[config.mk]
export PLATFORM = sky130hd
export DESIGN_NAME = seven_seg_arbiter
export DESIGN_NICKNAME = d
export VERILOG_FILES = /design/src/rtl/seven_seg_arbiter.sv
export SDC_FILE = /design/constraint.sdc
export NUM_CORES = 1
export LEC_CHECK = 0
export BUFFER_PORTS_ARGS = -buffer_cell sky130_fd_sc_hd__buf_2
export CAP_MARGIN = 40
export CORE_MARGIN = 2
export CORE_UTILIZATION = 50
export CTS_CLUSTER_SIZE = 25
export DETAILED_ROUTE_END_ITERATION = 10
export GPL_TIMING_DRIVEN = 0
export PLACE_DENSITY = 0.84
export SLEW_MARGIN = 15
export SYNTH_ARGS = -nofsm -noshare
export SYNTH_HDL_FRONTEND = slang
export SYNTH_SLANG_ARGS = --single-unit
export TNS_END_PERCENT = 100
[constraint.sdc]
create_clock -name clk -period 3.6 [get_ports clk]
set_input_delay 0.18 -clock clk [delete_from_list [all_inputs] [get_ports clk]]
set_output_delay 0.18 -clock clk [all_outputs]
set_load 0.02 [all_outputs]
[src/rtl/seven_seg_arbiter.sv]
// seven_seg_arbiter
//   Shares one 8-digit seven-segment display among 4 requesters. Ownership
//   moves round-robin, and each tenure lasts at least HOLD cycles so the
//   shown value stays readable. Every output is registered.
//
// Ports
//   clk        system clock
//   rs         asynchronous active-low reset
//   req        request line per requester (bit i = requester i)
//   req_data   requester words, requester i on [32i+31:32i]
//   gnt        one-hot grant, zero when idle
//   disp_data  word sent to the seven-segment driver
//   disp_owner index of the current owner, 0 when idle
//   disp_busy  high while a grant is held
//   sw         one-cycle pulse on every owner change (idle transitions too)
module seven_seg_arbiter #(
  parameter int          N_REQ     = 4,
  parameter int          HOLD      = 1000,
  parameter logic [31:0] BLANK_VAL = 32'h0000_0000
) (
  input  logic         clk,
  input  logic         rs,
  input  logic [3:0]   req,
  input  logic [127:0] req_data,
  output logic [3:0]   gnt,
  output logic [31:0]  disp_data,
  output logic [1:0]   disp_owner,
  output logic         disp_busy,
  output logic         sw
);

  typedef enum logic {IDLE = 1'b0, OWN = 1'b1} state_t;

  localparam int            CW      = (HOLD > 1) ? $clog2(HOLD) : 1;
  localparam logic [CW-1:0] CNT_MAX = CW'(HOLD - 1);

  state_t           state_q, state_d;
  logic [CW-1:0]    cnt_q, cnt_d;
  logic [1:0]       last_q, last_d;
  logic [1:0]       owner_d;
  logic [3:0]       gnt_d;
  logic [31:0]      data_d;
  logic             busy_d, sw_d;

  logic [3:0][31:0] words;
  logic [1:0]       rr_start;
  logic [1:0]       win;
  logic             win_vld;
  logic             expire, arb;

  assign words = req_data;

  // Round-robin search starts just past the previous owner. In OWN this is
  // the current owner, so it can only re-win when nobody else is asking.
  assign rr_start = (state_q == IDLE) ? 2'(last_q + 2'd1) : 2'(disp_owner + 2'd1);
  assign expire   = (state_q == OWN) && (cnt_q == CNT_MAX);
  assign arb      = (state_q == IDLE) || expire;

  // Scan from the farthest candidate to the nearest so the closest hit wins.
  always_comb begin
    logic [1:0] cand;
    win_vld = 1'b0;
    win     = 2'd0;
    cand    = 2'd0;
    for (int k = 3; k >= 0; k--) begin
      cand = 2'(rr_start + 2'(k));
      if (req[cand]) begin
        win_vld = 1'b1;
        win     = cand;
      end
    end
  end

  // State register (outputs are registered here too)
  always_ff @(posedge clk or negedge rs) begin
    if (!rs) begin
      state_q    <= IDLE;
      cnt_q      <= '0;
      last_q     <= 2'd3;
      disp_owner <= 2'd0;
      gnt        <= 4'b0000;
      disp_data  <= BLANK_VAL;
      disp_busy  <= 1'b0;
      sw         <= 1'b0;
    end else begin
      state_q    <= state_d;
      cnt_q      <= cnt_d;
      last_q     <= last_d;
      disp_owner <= owner_d;
      gnt        <= gnt_d;
      disp_data  <= data_d;
      disp_busy  <= busy_d;
      sw         <= sw_d;
    end
  end

  // Next-state: tenure bookkeeping
  always_comb begin
    state_d = state_q;
    cnt_d   = cnt_q;
    last_d  = last_q;
    owner_d = disp_owner;
    if (arb) begin
      cnt_d = '0;
      if (win_vld) begin
        state_d = OWN;
        last_d  = win;
        owner_d = win;
      end else begin
        state_d = IDLE;
        owner_d = 2'd0;
      end
    end else if (cnt_q != CNT_MAX) begin
      cnt_d = cnt_q + 1'b1;
    end
  end

  // Output values for the next cycle
  always_comb begin
    gnt_d  = gnt;
    data_d = disp_data;
    busy_d = disp_busy;
    sw_d   = 1'b0;
    if (arb) begin
      if (win_vld) begin
        gnt_d  = 4'b0001 << win;
        data_d = words[win];
        busy_d = 1'b1;
        sw_d   = (state_q == IDLE) || (win != disp_owner);
      end else begin
        gnt_d  = 4'b0000;
        data_d = BLANK_VAL;
        busy_d = 1'b0;
        sw_d   = (state_q == OWN);
      end
    end else if (req[disp_owner]) begin
      // Owner still requesting: track its word; otherwise the display freezes.
      data_d = words[disp_owner];
    end
  end

  a_gnt_shape: assert property (@(posedge clk) disable iff (!rs)
    (N_REQ == 4) && $onehot0(gnt) && (!disp_busy || (gnt != 4'b0000)));

endmodule

Word level (Yosys, flattened, before mapping)
Cells that the tools add are included.
{"block": "op_classes", "n_addsub": 6, "order_cmp": 6, "n_eq_ne": 3, "n_shift": 1, "mux": 33, "bitwise": 1, "n_reduce_logical": 6}
{"op": "32-bit two-way mux", "count": 5}
{"op": "32-bit binary-select mux with 2-bit select", "count": 2}
{"op": "10-bit two-way mux", "count": 2}
{"op": "2-bit by 3-bit < comparator with 1-bit output (second input constant)", "count": 6}
{"op": "1-bit two-way mux", "count": 12}
{"op": "2-bit two-way mux", "count": 6}
{"op": "10-bit by 1-bit adder with 10-bit output (second input constant)", "count": 1}
{"op": "1-bit binary-select mux with 2-bit select", "count": 5}
{"op": "10-bit == test (second input constant)", "count": 1}
{"op": "10-bit != test (second input constant)", "count": 1}
{"op": "2-bit by 1-bit adder with 2-bit output (second input constant)", "count": 3}
{"op": "2-bit adder (second input constant)", "count": 2}
{"op": "4-bit two-way mux", "count": 1}
{"op": "2-bit nonzero test", "count": 2}
{"op": "1-bit by 2-bit left shift with 4-bit output (first input constant)", "count": 1}
{"op": "1-bit logical OR", "count": 2}
{"op": "2-bit != test", "count": 1}
{"op": "2-bit AND reduction", "count": 1}
{"op": "1-bit logical AND", "count": 1}
{"op": "1-bit NOT", "count": 1}
{"block": "totals", "ff_bits": 52, "out_inout_bits": 40}

Depth between registers and ports, before layout
Gate-level depths: netlist (run 1).
{"block": "depth", "depth_word": 13, "mapped_depth": 8, "depth_no_buf": 6}

Least setup slack after synthesis (run 1)
No wires, ideal clock.
{"block": "synth_path", "kind": "reg-to-reg", "start": "reg state_q", "end": "reg disp_data[17]", "arrival_ns": 2.084, "slack_ns": 1.386, "stages_incl_launch_ff": 9, "path_buffers": 3, "synth_period_minus_slack_ns": 2.214, "cell_sequence": "dfrtp_1 buf_4 mux2i_1 a21oi_1 o221ai_2 buf_6 buf_8 mux4_2 o2bb2ai_1"}
{"block": "synth_between", "elab_chain_len": 12, "word_cells_on_any_way": 28, "classes_between": "3 x add/sub; 21 x mux; 1 x bitwise; 3 x reduce/logical"}
{"element": "start, declared", "line": "37", "rtl": "state_t state_q, state_d;"}
{"element": "start signal, assigned", "line": "86", "rtl": "state_q <= state_d;"}
{"element": "2-bit two-way mux", "line": "55", "rtl": "assign rr_start = (state_q == IDLE) ? 2'(last_q + 2'd1) : 2'(disp_owner + 2'd1);"}
{"element": "2-bit adder", "line": "66", "rtl": "cand = 2'(rr_start + 2'(k));"}
{"element": "1-bit binary-select mux with 2-bit select", "line": "67", "rtl": "if (req[cand]) begin"}
{"element": "1-bit two-way mux (not written as such)", "line": "67"}
{"element": "2-bit two-way mux (4 in a row)", "line": "67"}
{"element": "32-bit binary-select mux with 2-bit select", "line": "127", "rtl": "data_d = words[win];"}
{"element": "32-bit two-way mux (not written as such)", "line": "127"}
{"element": "32-bit two-way mux", "line": "125", "rtl": "if (win_vld) begin"}
{"element": "32-bit two-way mux", "line": "124", "rtl": "if (arb) begin"}
{"element": "end signal, assigned", "line": "91", "rtl": "disp_data <= data_d;"}
{"element": "end, declared", "line": "26", "rtl": "output logic [31:0] disp_data,"}
Parallel ways exist; a longest one is shown, timed or not. The select of a mux whose other input is x is not followed.
A chain may end at the register's enable or synchronous reset.

Worst setup path after layout (run 1)
{"block": "layout_path", "start": "reg cnt_q[0]", "end": "reg disp_data[6]"}
{"block": "layout_between", "elab_chain_len": 4, "word_cells_on_any_way": 5, "classes_between": "1 x eq/ne; 1 x mux; 3 x reduce/logical"}
{"element": "start, declared", "line": "38", "rtl": "logic [CW-1:0] cnt_q, cnt_d;"}
{"element": "start signal, assigned", "line": "87", "rtl": "cnt_q <= cnt_d;"}
{"element": "10-bit == test *", "line": "56", "rtl": "assign expire = (state_q == OWN) && (cnt_q == CNT_MAX);"}
{"element": "1-bit logical AND *", "line": "56"}
{"element": "1-bit logical OR *", "line": "57", "rtl": "assign arb = (state_q == IDLE) || expire;"}
{"element": "32-bit two-way mux or 2-bit nonzero test (tied branches)"}
Mark *: on every way between the ends. The rest lies on a longest branch, timed or not.

==> results.toml, run 1 <==
[run]
drv_cap = 0

[worst_setup_path]
cp-start-kind = "register"
r2r-start = "cnt_q[0]$_DFFE_PN0P_"
crit_arrival_ns = 2.75
worstPathMaxFanout = 10
r2r-end = "disp_data[6]$_DFFE_PN0P_"
endpoint_kind = "register"
cp.required_ns = 3.83
r2r_slack_ns = 1.08
ff2ff_path_depth = 7
crit_start = "cnt_q[0]$_DFFE_PN0P_"
worstSetupPathType = "register to register"
cp-endpoint = "disp_data[6]$_DFFE_PN0P_"

[timing]
period_needed_ns = 2.52
slew_viol_final = 0
max_freq_mhz = 396
rsz0062_at_grt = "false"
tightest_slew_ns = 0.690
setup_viol_count_final = 0
setup_tns_ns = 0
fin_skew_ns = 0.0113
slew_headroom_pct = 53.8
hold_violations = 0
fin_crit_sh_pct = 70.1

[synthesis]
synth.top_cell.area_share_pct = 35.3
synth_nets = 421
yosys-top-cells-area = "mux4_2 35%, dfrtp_1 31%, mux2i_1 8.2%, o2bb2ai_1 7.0%, nor2_1 1.4%"
avgSynthCellArea_sq_um = 14.1
yosys_warnings = 0
synth_edf_count = 0
synth_cell_types = 41
synth-main-ff-cell = "dfrtp_1"
yosys.area.top_type = "mux4_2"
async_flop_share_pct = 100
ys_ff_latch = 52
syn_inst = 286
netlist_area_sq_um = 4020
ys_seq_area_share_pct = 32.4

[cts]
cts.repair.resized = 0
clockRootBuffer = "clkbuf_8"
clk_latency_ns = 0.31
clk_pin_slew_ns = 0.09
cts-htree-levels = 2
cts_tree = "yes"
numClockSinks = 52
cts_buffers = 5
clk_path_buf_depth = 2

[pwr]
vdd_drop_max_uv = 191
p_per_area_nw_per_um2 = 271
p_leak_nw = 2.32

[run_status]
status = "complete, no violations"

[drt]
wl_per_cell_um = 19.6
antenna_left = 0
drt-initial-drc-count = 249
drt_pass1_iterations = 4
num_vias = 3553
remaining_drc_errors = 0
wirelength_mm = 11.2
via_per_inst = 6.22

[placement]
numPortBuffers = 173
gp_congestion = 0.762
detailed_place_hpwl_mm = 8.76

[global_routing]
antenna_found_initial = 1
grt_first_pass_wirelength_mm = 17.8
grt_pass1_vias = 3661
grt_max_degree = 34
grt-ovfl-total = 0
grt_use_total_pct = 25.8

[final_layout]
area_growth_pct = 27.6
antenna_cells = 0
multiInputGateArea_sq_um = 2550
seqCellArea_sq_um = 1300
layout_common_cells = "184 x buf_2, 63 x mux4_2, 50 x dfrtp_1"
layout_commonest_cell = "buf_2"
drive_above_1_share_pct = 56.5
num-nets-final = 604
utilization_pct = 66.0
fill_cells = 605

[floorplanning]
fp.dieH_um = 93.7
start_util_pct = 51.8
core_sq_um = 7770
ios = 174
rows = 32
design.die.area_sq_um = 8770
dieWidth_um = 93.7

[worst_hold_path]
hold_path_class = "input port to register"
## registers in the layout, summed over array words and instances (netlist names)
| signal | count |
|---|---|
| sw | 1 |
| state_q | 1 |
| gnt | 4 |
| cnt_q | 10 |
| disp_data | 32 |
| last_q | 2 |
| disp_owner | 2 |
## logic make-up after synthesis
group | after synthesis | share of synthesized area (%)
flip-flops | 52 | 32.4
AO/OA/AOI/OAI | 47 | 9.83
multiplexers | 99 | 45.1
adder cells (fa/ha/maj) | 1 | 0.311
AND/OR/NAND/NOR | 48 | 5.98
XOR/XNOR | 10 | 2.18
buffers and inverters | 29 | 4.17
## repair_timing
item | in CTS | in global routing
hold buffers | 1 | 0
endpoints found under the hold margin | 17 | 0
endpoints found under the setup margin | 0 | 0
buffers inserted | 0 | 0
## per-layer routing
layer  vias to the layer above  share of wire [%]  track usage, %
met4                         2               0.86            5.80
met1                      1821                 39            32.6
li1                       1556                  -               -
met2                       160                 53            46.3
met3                        14                6.4            5.06
met5                         -              0.098               0
## worst min path at each step
stage                      start                    to  slack (ns)  depth (start not counted)
after CTS                 req[0]   state_q$_DFFE_PN0N_        0.18                          3
after global placement        rs    gnt[2]$_DFFE_PN0N_        0.45                          1
after detailed placement      rs    gnt[0]$_DFFE_PN0N_        0.16                          1
final                     req[0]   state_q$_DFFE_PN0N_        0.19                          3
after global routing      req[0]   state_q$_DFFE_PN0N_        0.22                          3
after floorplan               rs  cnt_q[0]$_DFFE_PN0P_       -0.12                          0
## stage by stage
step / total power (W) / setup WS, ns / cell area, sq um / instances / hold WS [ns]
after floorplan: 0.000896 / 1.39 / 4020 / 286 / -0.116
after global placement: 0.00106 / 1.18 / 5010 / 561 / 0.449
after detailed placement: 0.00108 / 1.11 / 5030 / 562 / 0.162
after CTS: 0.00139 / 1.09 / 5120 / 570 / 0.181
after global routing: 0.00145 / 0.923 / 5130 / 571 / 0.217
final: 0.00139 / 1.08 / 5130 / 571 / 0.186
## cell usage after synthesis, drive strengths merged, types with 2 or more instances
library cell	number
and2	2
and3	4
buf	17
clkbuf	12
dfrtp	50
dfstp	2
mux2i	33
mux4	65
nand2	10
nand2b	3
nand3	4
nor2	15
nor2b	4
o21ai	6
o2bb2ai	32
xnor2	5
xor2	5
## critical path, cell delays in order, from the launching register on
cell       delay [ns]
dfrtp_1          0.40
ha_1             0.25
nand4b_1         0.14
o31a_1           0.26
buf_2            0.19
nor2_1           0.56
clkbuf_1         0.45
o2bb2ai_1        0.19
## final cells by class
cell class	instances	share of cell area [%]
buffer	29	3.27
sequential	52	25.4
timing repair buffer	176	17.6
multi-input combinational	205	49.7
tap	102	2.49
clock inverter	2	0.244
clock buffer	5	1.34
## power by group
part           switching, W  total (W)  internal, W  leakage (nW)
sequential        0.0000229   0.000646     0.000623         0.603
clock              0.000192   0.000324     0.000132        0.0400
combinational      0.000200   0.000420     0.000220          1.67
(Power assumes the default switching activity.)
==> inputs of run 2 (changes only) <==
- CORE_UTILIZATION: 50 -> 49
- PLACE_DENSITY: 0.84 -> 0.82
- clock period: 3.6 -> 2.42 ns (I/O delays scaled with it)
==> run 2 against run 1 <==
  * Routed wire length decreased by 3.1%
  * Register-to-register slack got worse by 0.94 ns
  * Fmax increased by 10%
  * Clock skew decreased by 0.0031 ns
  * Sequential power increased by 49%
  * Power increased by 48%
  * Sequential share of layout area decreased by 0.26 points
  * Worst setup slack got worse by 0.94 ns
  * Flip-flop and latch count unchanged
  * Largest cell class unchanged
  * Hold slack got worse by 0.058 ns
  * Largest power group unchanged
==> results.toml, run 2 (synthesized netlist as in run 1, its figures left out) <==
[cts]
clk_pin_slew_ns = 0.09
cts_tree = "yes"
clk_path_buf_depth = 2
cts_buffers = 5
cts-htree-levels = 2
numClockSinks = 52
clockRootBuffer = "clkbuf_8"
clk_latency_ns = 0.30

[worst_setup_path]
worstSetupPathType = "register to register"
worstPathMaxFanout = 10
crit_path_max_incr_delay_ns = 0.52
crit_chain = "buf_4 > mux2i_1 > a21oi_1 > o221ai_2 > buf_6 > buf_8 > mux4_2 > o2bb2ai_1"
cp-start-kind = "register"
crit_family = "multiplexers"
cp_slowest_cell = "mux4_2"
crit_start = "state_q$_DFFE_PN0N_"
cp.required_ns = 2.59
crit_arrival_ns = 2.45
endpoint_kind = "register"
critPathBufInv = 3
r2r-start = "state_q$_DFFE_PN0N_"

[timing]
fin_skew_ns = 0.00826
fin_crit_sh_pct = 94.4
slew_viol_final = 0
setup_viol_count_final = 0
period_needed_ns = 2.29
setup_tns_ns = 0
tightest_slew_ns = 0.630
slew_headroom_pct = 58.0
max_freq_mhz = 438
hold_violations = 0
rsz0062_at_grt = "false"

[floorplanning]
design.die.area_sq_um = 8940
dieWidth_um = 94.6
rows = 33
fp.dieH_um = 94.6
ios = 174
start_util_pct = 49.7
core_sq_um = 8090

[drt]
wirelength_mm = 10.9
wl_per_cell_um = 18.8
via_per_inst = 6.07
drt_pass1_iterations = 7
remaining_drc_errors = 0
num_vias = 3502
antenna_left = 0
drt-initial-drc-count = 158

[worst_hold_path]
min-delay-start = "req[0]"
hold_path_class = "input port to register"

[placement]
gp_congestion = 0.772
detailed_place_hpwl_mm = 8.48
numPortBuffers = 173

[pwr]
p_per_area_nw_per_um2 = 397
vdd_drop_max_uv = 225
total_power_w = 0.00206
p_leak_nw = 2.35

[run_status]
status = "complete, no violations"

[final_layout]
antenna_cells = 0
num-nets-final = 606
fill_cells = 664
area_growth_pct = 28.9
layout_commonest_cell = "buf_2"
largest_register_ffs = 32
drive_above_1_share_pct = 58.1
layout_common_cells = "183 x buf_2, 63 x mux4_2, 50 x dfrtp_1"
largestRegisters = "disp_data x32, cnt_q x10, gnt x4"
largest-register = "disp_data"

[global_routing]
grt_max_degree = 33
grt_pass1_vias = 3481
grt-ovfl-total = 0
antenna_found_initial = 0
grt_use_total_pct = 24.4
grt_first_pass_wirelength_mm = 16.8

[run]
drv_cap = 0
## run 2: path summary, 6_finish.rpt
check                                            endpoint  slack [ns]  cells past startpoint
worst max-delay path            disp_data[22]$_DFFE_PN0P_        0.13                      8
max in group asynchronous           last_q[1]$_DFFE_PN1P_        1.50                      3
worst min-delay path                  state_q$_DFFE_PN0N_        0.13                      3
worst min register to register       cnt_q[0]$_DFFE_PN0P_        0.48                      1
min in group asynchronous              gnt[0]$_DFFE_PN0N_        0.32                      2
worst max register to register  disp_data[22]$_DFFE_PN0P_        0.13                      8
## run 2: routing by layer
metal,wire length [um],vias to the layer above,part of all wire (%),track usage [%]
met5,0,-,0,0
met3,765,8,7.0,4.39
met1,4380,1774,40,32.0
li1,-,1563,-,-
met2,5650,157,52,42.7
met4,78,0,0.72,5.19
## run 2: layout make-up
cell class	instances	area, sq um	area share (%)
plain buffers	29	184	3.55
clock buffers	7	76.3	1.47
clock inverters	1	5.00	0.0965
multi-input cells	205	2550	49.3
flip-flops and latches	52	1300	25.2
well taps	105	131	2.53
repair buffers	178	928	17.9
## run 2: per-stage QoR
stage                     utilization, %  area, sq um  cells  hold WS [ns]  setup slack (ns)
after floorplan                        -         4020    286        -0.175             0.206
after global placement              62.0         5020    564         0.404            -0.130
after detailed placement            62.2         5040    565         0.116            -0.208
after CTS                           63.5         5140    574         0.118            0.0275
after global routing                64.1         5180    577         0.152            0.0283
final                               64.1         5180    577         0.128             0.135
## run 2: power by group
group | switching [W] | internal, W | total (W) | leakage [nW]
Clock | 0.000267 | 0.000204 | 0.000471 | 0.0422
Combinational | 0.000292 | 0.000334 | 0.000625 | 1.71
Sequential | 0.0000325 | 0.000927 | 0.000960 | 0.603
## run 2: worst reg2reg max path, stage by stage, from the launching register on
cell	delay (ns)
dfrtp_1	0.41
buf_4	0.19
mux2i_1	0.24
a21oi_1	0.11
o221ai_2	0.17
buf_6	0.18
buf_8	0.19
mux4_2	0.53
o2bb2ai_1	0.14
## run 2: what timing repair did
item	in CTS	in global routing
gates cloned	0	0
endpoints found under the hold margin	20	0
setup buffers	0	2
gates resized for setup	5	9
setup endpoints to repair	30	30
hold buffers	1	0
==> inputs of run 3 (changes only) <==
- ABC_AREA: default -> 1
- CORE_UTILIZATION: 49 -> 50
- MAX_ROUTING_LAYER: default -> met4
- PLACE_DENSITY: 0.82 -> 0.8
==> run 3 against run 2 <==
  * Via count increased by 85%
  * Hold slack improved by 0.082 ns
  * Power increased by 8.8%
  * Register-to-register slack about the same
  * First-iteration DRC count increased to 3.3 times the previous value
  * Sequential share of layout area decreased by 3.9 points
  * Die area increased by 16%
  * Worst setup slack improved by 0.0049 ns
  * Largest power group unchanged
  * Highest routed layer unchanged
==> results.toml, run 3 <==
[cts]
clockRootBuffer = "clkbuf_8"
clk_path_buf_depth = 2
numClockSinks = 52
cts_tree = "yes"
cts_buffers = 5
cts-htree-levels = 2
clk_pin_slew_ns = 0.11
clk_latency_ns = 0.32

[drt]
wirelength_mm = 17.9
via_per_inst = 5.59
remaining_drc_errors = 0
antenna_left = 0
wl_per_cell_um = 15.5
num_vias = 6472
drt_pass1_iterations = 5
drt-initial-drc-count = 527

[timing]
fin_skew_ns = 0.00727
max_freq_mhz = 438
fin_crit_sh_pct = 94.2
fin_ws_ns = 0.139
period_needed_ns = 2.28
setup_viol_count_final = 0
slew_headroom_pct = 53.5
slew_viol_final = 0
rsz0062_at_grt = "true"
tightest_slew_ns = 0.697
hold_violations = 0

[floorplanning]
rows = 35
fp.dieH_um = 102
ios = 174
design.die.area_sq_um = 10400
dieWidth_um = 102
start_util_pct = 51.8
core_sq_um = 9280

[final_layout]
num-nets-final = 1161
layout_commonest_cell = "nand2_1"
area_growth_pct = 27.7
drive_above_1_share_pct = 24.2
layout_common_cells = "370 x nand2_1, 175 x buf_2, 101 x a21oi_1"
utilization_pct = 66.1
largestRegisters = "disp_data x32, cnt_q x10, gnt x4"
largest_register_ffs = 32
final_cells = 1157
fin_area_sq_um = 6140
largest-register = "disp_data"

[worst_setup_path]
worstPathMaxFanout = 10
cp_slowest_cell = "clkbuf_1"
cp-start-kind = "register"
r2r-start = "disp_owner[0]$_DFFE_PN0N_"
endpoint_kind = "register"
critPathBufInv = 3
crit_family = "buffers and inverters"
r2r_slack_ns = 0.14
cp.required_ns = 2.67
r2r-end = "disp_data[9]$_DFFE_PN0P_"
crit_top_cell = "clkbuf_1"
crit_chain = "inv_2 > clkbuf_1 > clkbuf_1 > nand2_1 > a221oi_1 > nor2_1 > a21oi_1"
worstSetupPathType = "register to register"
ff2ff_path_depth = 7
crit_arrival_ns = 2.53
crit_path_max_incr_delay_ns = 0.59

[pwr]
p_per_area_nw_per_um2 = 365
vdd_drop_max_uv = 217
p_leak_nw = 3.19
total_power_w = 0.00224

[run]
drv_cap = 0

[synthesis]
ys_ff_latch = 52
synth.most_common_cell = "nand2_1"
yosys.area.top_type = "nand2_1"
synth_nets = 972
ys_seq_area_share_pct = 27.1
synth.top_cell.area_share_pct = 29.2
synth_cell_types = 27
syn_inst = 837
async_flop_share_pct = 100
avgSynthCellArea_sq_um = 5.75
yosys_warnings = 0
synth.cells.most_frequent = "374 x nand2_1, 102 x a21oi_1, 79 x nand3_1, 79 x nor2_1, 50 x dfrtp_1"
yosys-top-cells-area = "nand2_1 29%, dfrtp_1 26%, a21oi_1 11%, nand3_1 8.2%, nor2_1 6.2%"
netlist_area_sq_um = 4810
synth-main-ff-cell = "dfrtp_1"
synth_edf_count = 0

[worst_hold_path]
hold_path_class = "input port to register"
worstHoldEndpoint = "disp_data[4]$_DFFE_PN0P_"
min-delay-start = "req_data[4]"
hold_depth = 5

[run_status]
status = "complete, no violations"

[global_routing]
grt-ovfl-total = 0
grt_max_degree = 53
antenna_found_initial = 1
grt_pass1_vias = 5816
grt_first_pass_wirelength_mm = 28.0
grt_use_total_pct = 34.7

[placement]
detailed_place_hpwl_mm = 12.7
numPortBuffers = 173
pre_cts_ws_ns = -0.160
place_inst = 1139
placed_area_sq_um = 5840
gp_congestion = 0.965
[run 3: how the worst max path moves through the flow]
| stage | start | to | slack (ns) | cells past startpoint |
|---|---|---|---|---|
| floorplan | disp_owner[1]$_DFFE_PN0N_ | disp_data[0]$_DFFE_PN0P_ | 0.37 | 19 |
| global placement | cnt_q[0]$_DFFE_PN0P_ | disp_data[30]$_DFFE_PN0P_ | -0.15 | 10 |
| detailed placement | cnt_q[0]$_DFFE_PN0P_ | disp_data[29]$_DFFE_PN0P_ | -0.16 | 10 |
| CTS | cnt_q[0]$_DFFE_PN0P_ | disp_data[29]$_DFFE_PN0P_ | 0.02 | 9 |
| global route | state_q$_DFFE_PN0N_ | disp_data[19]$_DFFE_PN0P_ | -0.03 | 17 |
| finish | disp_owner[0]$_DFFE_PN0N_ | disp_data[9]$_DFFE_PN0P_ | 0.14 | 7 |
[run 3: power by group]
part / switching (W) / total (W) / internal [W]
registers: 0.0000276 / 0.000944 / 0.000916
logic: 0.000439 / 0.000740 / 0.000302
clock network: 0.000342 / 0.000554 / 0.000212
total: 0.000808 / 0.00224 / 0.00143
[run 3: layer usage]
layer / global-route usage [%] / up-vias / wire, um
li1: - / 3135 / -
met1: 47.6 / 2861 / 7460
met2: 52.6 / 427 / 8170
met3: 4.38 / 49 / 1880
met4: 13.1 / 0 / 401
met5: - / - / 0
[run 3: logic make-up (layout without fill, tap and decap cells)]
| family | count (synthesis) | count (layout) | synth area share (%) |
|---|---|---|---|
| AO/OA/AOI/OAI | 149 | 149 | 18.1 |
| AND/OR/NAND/NOR | 548 | 548 | 45.8 |
| flip-flops | 52 | 52 | 27.1 |
| XOR/XNOR | 2 | 2 | 0.364 |
| adder cells (fa/ha/maj) | 1 | 1 | 0.260 |
| buffers and inverters | 85 | 275 | 8.35 |
| other | 0 | 1 | 0 |
[run 3: repair_timing]
action	in CTS	in global routing
resized for setup	5	52
setup endpoints to repair	14	48
cloned	0	1
endpoints found under the hold margin	50	0
pin swaps	0	3
hold buffers	1	0
buffers inserted	0	7
[run 3: area by class of cell]
class | count | area, sq um
antenna | 1 | 2.50
buffer | 63 | 395
clock buffer | 5 | 68.8
clock inverter | 3 | 25.0
fill | 941 | 3140
inverter | 22 | 90.1
multi-input combinational | 700 | 3130
sequential | 52 | 1310
tap | 129 | 161
timing repair buffer | 182 | 956
[run 3: worst min-delay path: cells and delay by family]
kind / cells / cell delay, ns
simple gates: 2 / 0.14
compound gates: 2 / 0.13
buf+inv: 1 / 0.11
[run 3: stage by stage]
| stage | hold slack (ns) | setup TNS (ns) |
|---|---|---|
| finish | 0.209 | 0 |
| global route | 0.228 | -0.0865 |
| CTS | 0.203 | 0 |
| detailed placement | 0.212 | -1.34 |
| global placement | 0.438 | -1.33 |
| floorplan | -0.175 | 0 |
